**src/rtl/sync_fifo_flex_if.sv**
```systemverilog
// Handshake bundle for sync_fifo_flex: write side, read side,
// status flags and sticky error flags.
//   master: producer/consumer logic (drives wren, datain, rden, clr_err)
//   slave : the FIFO (drives dataout, rdvalid, flags, usedw, errors)
interface sync_fifo_flex_if #(
    parameter int WIDTH = 8,
    parameter int PTR   = 4
);
    logic             wren;
    logic [WIDTH-1:0] datain;
    logic             rden;
    logic             clr_err;
    logic [WIDTH-1:0] dataout;
    logic             rdvalid;
    logic             wrfull;
    logic             rdempty;
    logic             almost_full;
    logic             almost_empty;
    logic [PTR:0]     usedw;
    logic             overflow;
    logic             underflow;

    modport master (
        output wren, datain, rden, clr_err,
        input  dataout, rdvalid, wrfull, rdempty,
        input  almost_full, almost_empty, usedw,
        input  overflow, underflow
    );

    modport slave (
        input  wren, datain, rden, clr_err,
        output dataout, rdvalid, wrfull, rdempty,
        output almost_full, almost_empty, usedw,
        output overflow, underflow
    );
endinterface

```
**src/rtl/sync_fifo_flex.sv**
```systemverilog
// Single-clock FIFO, arbitrary depth, programmable almost flags,
// normal or show-ahead read, exact count, sticky error flags.
// Ports:
//   clk   : rising-edge clock
//   reset : synchronous active-high reset
//   bus   : sync_fifo_flex_if.slave (wren/datain, rden/dataout/rdvalid,
//           wrfull, rdempty, almost_full, almost_empty, usedw,
//           overflow, underflow, clr_err)
module sync_fifo_flex #(
    parameter int WIDTH     = 8,
    parameter int DEPTH     = 16,
    parameter int PTR       = 4,
    parameter int AFULL_TH  = 12,
    parameter int AEMPTY_TH = 2,
    parameter int SHOWAHEAD = 0
) (
    input  logic              clk,
    input  logic              reset,
    sync_fifo_flex_if.slave   bus
);

    localparam logic [PTR-1:0] LAST   = PTR'(DEPTH - 1);
    localparam logic [PTR:0]   FULL_N = (PTR+1)'(DEPTH);
    localparam logic [PTR:0]   AF_N   = (PTR+1)'(AFULL_TH);
    localparam logic [PTR:0]   AE_N   = (PTR+1)'(AEMPTY_TH);
    localparam logic [PTR:0]   ONE    = (PTR+1)'(1);

    logic [WIDTH-1:0] r_mem [DEPTH];
    logic [PTR-1:0]   r_wr_ptr;
    logic [PTR-1:0]   r_rd_ptr;
    logic [PTR:0]     r_usedw;
    logic             r_ovf;
    logic             r_udf;

    logic             w_full;
    logic             w_empty;
    logic             w_wr_acc;
    logic             w_rd_acc;
    logic [PTR-1:0]   w_wr_nxt;
    logic [PTR-1:0]   w_rd_nxt;

    // Flags decode only the registered count.
    assign w_full  = (r_usedw == FULL_N);
    assign w_empty = (r_usedw == '0);

    // A read frees a slot, so a full FIFO may still take a write
    // in the same cycle. An empty FIFO never takes a read.
    assign w_rd_acc = bus.rden & ~w_empty;
    assign w_wr_acc = bus.wren & (~w_full | w_rd_acc);

    // Explicit wrap: depth need not be a power of two.
    assign w_wr_nxt = (r_wr_ptr == LAST) ? '0 : r_wr_ptr + 1'b1;
    assign w_rd_nxt = (r_rd_ptr == LAST) ? '0 : r_rd_ptr + 1'b1;

    always_ff @(posedge clk) begin
        if (reset) begin
            r_wr_ptr <= '0;
            r_rd_ptr <= '0;
            r_usedw  <= '0;
            r_ovf    <= 1'b0;
            r_udf    <= 1'b0;
        end else begin
            if (w_wr_acc) r_wr_ptr <= w_wr_nxt;
            if (w_rd_acc) r_rd_ptr <= w_rd_nxt;
            if (w_wr_acc && !w_rd_acc)
                r_usedw <= r_usedw + ONE;
            else if (w_rd_acc && !w_wr_acc)
                r_usedw <= r_usedw - ONE;
            // New error beats a same-cycle clear.
            r_ovf <= (bus.wren & ~w_wr_acc) | (r_ovf & ~bus.clr_err);
            r_udf <= (bus.rden & ~w_rd_acc) | (r_udf & ~bus.clr_err);
        end
    end

    // Storage is not reset. When full, wr_ptr == rd_ptr; the
    // registered read below samples the old word before this write.
    always_ff @(posedge clk) begin
        if (!reset && w_wr_acc)
            r_mem[r_wr_ptr] <= bus.datain;
    end

    generate
        if (SHOWAHEAD != 0) begin : g_sa
            assign bus.dataout = r_mem[r_rd_ptr];
            assign bus.rdvalid = ~w_empty;
        end else begin : g_nr
            logic [WIDTH-1:0] r_dout;
            logic             r_rdvalid;

            always_ff @(posedge clk) begin
                if (reset) begin
                    r_dout    <= '0;
                    r_rdvalid <= 1'b0;
                end else begin
                    r_rdvalid <= w_rd_acc;
                    if (w_rd_acc) r_dout <= r_mem[r_rd_ptr];
                end
            end

            assign bus.dataout = r_dout;
            assign bus.rdvalid = r_rdvalid;
        end
    endgenerate

    assign bus.wrfull       = w_full;
    assign bus.rdempty      = w_empty;
    assign bus.almost_full  = (r_usedw >= AF_N);
    assign bus.almost_empty = (r_usedw <= AE_N);
    assign bus.usedw        = r_usedw;
    assign bus.overflow     = r_ovf;
    assign bus.underflow    = r_udf;

endmodule

```
**src/flat_wrapper.sv**
```systemverilog
// flat-port wrapper written by rule: the top's interface ports become plain ports
module sync_fifo_flex_flat 
#(
    parameter int WIDTH     = 8,
    parameter int DEPTH     = 16,
    parameter int PTR       = 4,
    parameter int AFULL_TH  = 12,
    parameter int AEMPTY_TH = 2,
    parameter int SHOWAHEAD = 0
)
  (clk, reset, bus_wren, bus_datain, bus_rden, bus_clr_err, bus_dataout, bus_rdvalid, bus_wrfull, bus_rdempty, bus_almost_full, bus_almost_empty, bus_usedw, bus_overflow, bus_underflow);
  sync_fifo_flex_if #(.WIDTH(WIDTH), .PTR(PTR)) bus_i ();
  input  logic clk;
  input  logic reset;
  input wire logic [$bits(bus_i.wren)-1:0] bus_wren;
  input wire logic [$bits(bus_i.datain)-1:0] bus_datain;
  input wire logic [$bits(bus_i.rden)-1:0] bus_rden;
  input wire logic [$bits(bus_i.clr_err)-1:0] bus_clr_err;
  output wire logic [$bits(bus_i.dataout)-1:0] bus_dataout;
  output wire logic [$bits(bus_i.rdvalid)-1:0] bus_rdvalid;
  output wire logic [$bits(bus_i.wrfull)-1:0] bus_wrfull;
  output wire logic [$bits(bus_i.rdempty)-1:0] bus_rdempty;
  output wire logic [$bits(bus_i.almost_full)-1:0] bus_almost_full;
  output wire logic [$bits(bus_i.almost_empty)-1:0] bus_almost_empty;
  output wire logic [$bits(bus_i.usedw)-1:0] bus_usedw;
  output wire logic [$bits(bus_i.overflow)-1:0] bus_overflow;
  output wire logic [$bits(bus_i.underflow)-1:0] bus_underflow;
  assign bus_i.wren = bus_wren;
  assign bus_i.datain = bus_datain;
  assign bus_i.rden = bus_rden;
  assign bus_i.clr_err = bus_clr_err;
  assign bus_dataout = bus_i.dataout;
  assign bus_rdvalid = bus_i.rdvalid;
  assign bus_wrfull = bus_i.wrfull;
  assign bus_rdempty = bus_i.rdempty;
  assign bus_almost_full = bus_i.almost_full;
  assign bus_almost_empty = bus_i.almost_empty;
  assign bus_usedw = bus_i.usedw;
  assign bus_overflow = bus_i.overflow;
  assign bus_underflow = bus_i.underflow;
  sync_fifo_flex #(.WIDTH(WIDTH), .DEPTH(DEPTH), .PTR(PTR), .AFULL_TH(AFULL_TH), .AEMPTY_TH(AEMPTY_TH), .SHOWAHEAD(SHOWAHEAD)) u_core (.clk(clk), .reset(reset), .bus(bus_i));
endmodule
```
**config.mk**
```make
export PLATFORM = sky130hd
export DESIGN_NAME = sync_fifo_flex_flat
export DESIGN_NICKNAME = d
export VERILOG_FILES = /design/src/rtl/sync_fifo_flex_if.sv /design/src/rtl/sync_fifo_flex.sv /design/src/flat_wrapper.sv
export SDC_FILE = /design/constraint.sdc
export NUM_CORES = 1
export LEC_CHECK = 0
export ABC_AREA = 0
export CORE_MARGIN = 4
export CORE_UTILIZATION = 60
export CTS_CLUSTER_DIAMETER = 200
export DETAILED_ROUTE_END_ITERATION = 10
export HOLD_SLACK_MARGIN = 0.08
export MAX_ROUTING_LAYER = met4
export PLACE_DENSITY = 0.8
export SETUP_SLACK_MARGIN = 0.3
export SLEW_MARGIN = 15
export SYNTH_ARGS = -nofsm -noshare
export SYNTH_HDL_FRONTEND = slang
export SYNTH_SLANG_ARGS = --single-unit
```
**constraint.sdc**
```tcl
create_clock -name clk -period 8.47 [get_ports clk]
set_input_delay 2.541 -clock clk [delete_from_list [all_inputs] [get_ports clk]]
set_output_delay 2.541 -clock clk [all_outputs]
set_load 0.05 [all_outputs]
```
==> results_dict.tcl <==
set metrics [dict create \
    post-route-min-period_ns 5.08 \
    io_buffers 32 \
    crit_fanout 8 \
    dr.pass1.iters 5 \
    gp_congestion 0.807 \
    critPathCaptureType "primary output" \
    drc 0 \
    root_buffer "clkbuf_8" \
    worstPathRequired_ns 5.93 \
    routed_wl_um 12500 \
    setup_viol 0 \
    synth.distinct_cells 40 \
    synthSimpleGateAreaFrac_pct 4.10 \
    avgSynthCellArea_um2 18.0 \
    async_flop_share_pct 0 \
    netlist_area_um2 6110 \
    fin_setup_tns_ns 0 \
    coreArea_um2 9860 \
    htreeDepth 4 \
    area_delta_synth_final_pct 16.7 \
    diodes 0 \
    rrSetupSlack_ns 5.26 \
    hold_start "u_core.bus.overflow" \
    hold_end "u_core.bus.overflow" \
    clockBufferDepth 2 \
    grt_first_pass_wirelength_um 19400 \
    wl_per_cell_um 24.1 \
    clock_skew_ns 0.0106 \
    total_leakage_power_uw 0.00231 \
    seq_area_frac_synth_pct 70.8 \
    grt_pass1_vias 3281 \
    antenna_found_initial 0 \
    start_kind "flip-flop" \
    viasPerCell 6.30 \
    synthFlopType "edfxtp_1" \
    fp.dieH_um 109 \
    synth_nets 362 \
    drv_cap 0 \
    critPathKind "flip-flop to primary output" \
    hold_depth 2 \
    cts_tree "built" \
    finalHoldViolCount 0 \
    synthMuxAreaShare_pct 15.4 \
    fin_ws_ns 3.39 \
    synth_compound_area_share_pct 4.67 \
    ios 33 \
    cts_hold_buffers 0 \
    grt_usage_pct 24.3 \
    finalCritPeriodShare_pct 60.0 \
    rr_worst_depth 9 \
    synth_warnings 0 \
    hp-class "flip-flop to flip-flop" \
    power.density_nw_per_um2 297 \
    cts_made_buffers 17 \
    drt_iter0_drc 368 \
    pre_cts_ws_ns 2.83 \
    grt_max_degree 37 \
    worst_pin_slew_ns 1.07 \
    clkSinkCount 152 \
    synth-seq-cells 152 \
    nNetsFinal 394 \
    ir_drop_v 0.000163 \
    rsz0062_at_grt "no" \
    synth_edf_count 128 \
    hpwlAfterDp_um 7570 \
    insertion_delay_ns 0.53 \
    cp-startpoint "u_core.bus.usedw[0]" \
    start_util_pct 61.9 \
    rows 36 \
    synthAdderAreaFrac_pct 2.17 \
    worst_ep_arrival_time_ns 2.54 \
    clkSlewWorstSetupHoldPaths_ns 0.07 \
    timing.fmax_mhz 197 \
    ant_nets 0 \
    drive_above_1_share_pct 19.8 \
    outcome "finished, final reports clean" \
    synthXorXnorAreaFrac_pct 0.717 \
    vias 3259 \
    die_area_um2 11900 \
    synthCells 339 \
    synth_top_family_by_area "multiplexers" \
    drv_slew 0 \
    r2r_end "u_core.bus.usedw[4]" \
    grt_overflow_total 0 \
    cts_resized 0 \
    slew_headroom_pct 28.2 \
    cts_setup_buffers 0 \
    die_x_um 109 \
    r2r_start "u_core.bus.usedw[0]" \
]
per-layer routing:
layer	vias up	part of all wire (%)	GRT usage (%)
li1	1419	-	-
met1	1635	41	33.4
met2	169	48	35.0
met3	36	8.0	5.92
met4	0	3.0	10.6
met5	-	0	-
cell usage after synthesis, types with 3 or more instances:
master | n | share of area [%]
nor3_1 | 4 | 0.33
xor2_1 | 4 | 0.57
mux2i_1 | 21 | 3.4
buf_1 | 3 | 0.18
clkbuf_1 | 10 | 0.61
nand2_1 | 9 | 0.55
buf_2 | 5 | 0.41
dfxtp_1 | 24 | 7.9
nand3_1 | 10 | 0.82
nor2_1 | 31 | 1.9
a21oi_1 | 6 | 0.49
o221ai_1 | 8 | 1.1
inv_1 | 7 | 0.43
edfxtp_1 | 128 | 63
mux4_2 | 32 | 12
ha_1 | 9 | 1.8
cell usage in the layout (no fill, tap or decap), types with 3 or more instances in the layout:
master | netlist | final
inv_1 | 7 | 7
inv_6 | 0 | 3
clkinv_2 | 0 | 3
mux2i_1 | 21 | 21
edfxtp_1 | 128 | 128
nor2_1 | 31 | 31
xor2_1 | 4 | 4
mux4_2 | 32 | 32
bufinv_16 | 0 | 4
nand2_1 | 9 | 9
ha_1 | 9 | 9
nand3_1 | 10 | 10
clkbuf_16 | 0 | 16
o221ai_1 | 8 | 8
dfxtp_1 | 24 | 22
a21oi_1 | 6 | 6
clkdlybuf4s50_1 | 0 | 32
flip-flops by register name, summed over array words and instances (netlist names):
name,count
u_core.r_wr_ptr,4
u_core.bus.dataout,8
u_core.r_rd_ptr,4
u_core.bus.usedw,5
u_core.bus.rdvalid,1
u_core.r_mem,128
u_core.bus.underflow,1
u_core.bus.overflow,1
power breakdown:
group | internal, uW | leakage (uW) | total, uW | switching [uW]
Combinational | 178 | 0.000666 | 448 | 269
Clock | 479 | 0.000296 | 774 | 295
Sequential | 845 | 0.00135 | 895 | 50.2
worst max-delay path by stage:
stage | endpoint | slack, ns
detailed placement | u_core.r_mem[0][7] | 2.83
global route | u_core.r_mem[1][3] | 3.20
floorplan | bus_almost_empty | 2.80
global placement | u_core.r_mem[0][5] | 3.05
CTS | bus_rdempty | 3.34
finish | bus_rdempty | 3.39
cell type report:
class | count | area, um2
repair buffers | 34 | 335
fillers | 588 | 2730
clock buffers | 17 | 414
flip-flops and latches | 152 | 4330
well taps | 133 | 166
multi-input cells | 159 | 1660
clock inverters | 15 | 198
inverters | 7 | 26.3
worst max-delay path, cell delays in order, from the launching register on:
cell	delay, ns
dfxtp_1	0.39
or4_4	0.64
nor2_1	0.16
clkdlybuf4s50_1	0.82
cell families (layout without fill, tap and decap cells):
family          count (synthesis)  count (layout)
compound gates                 32              32
mux                            54              54
simple gates                   58              58
buf+inv                        28              73
xor+xnor                        5               5
flops                         152             152
fa+ha+maj                      10              10
through the flow:
| stage | utilization (%) | instances | total power, uW | hold WS, ns | instance area, um2 |
|---|---|---|---|---|---|
| after floorplan | - | 339 | 1230 | 0.547 | 6110 |
| final | 72.3 | 517 | 2120 | 0.497 | 7130 |
| after detailed placement | 66.0 | 485 | 1360 | 0.487 | 6510 |
| after CTS | 72.2 | 517 | 2130 | 0.503 | 7120 |
| after global routing | 72.3 | 517 | 2200 | 0.523 | 7130 |
| after global placement | 66.0 | 485 | 1350 | 0.469 | 6510 |
No activity file was read; power rests on OpenSTA's default activity.
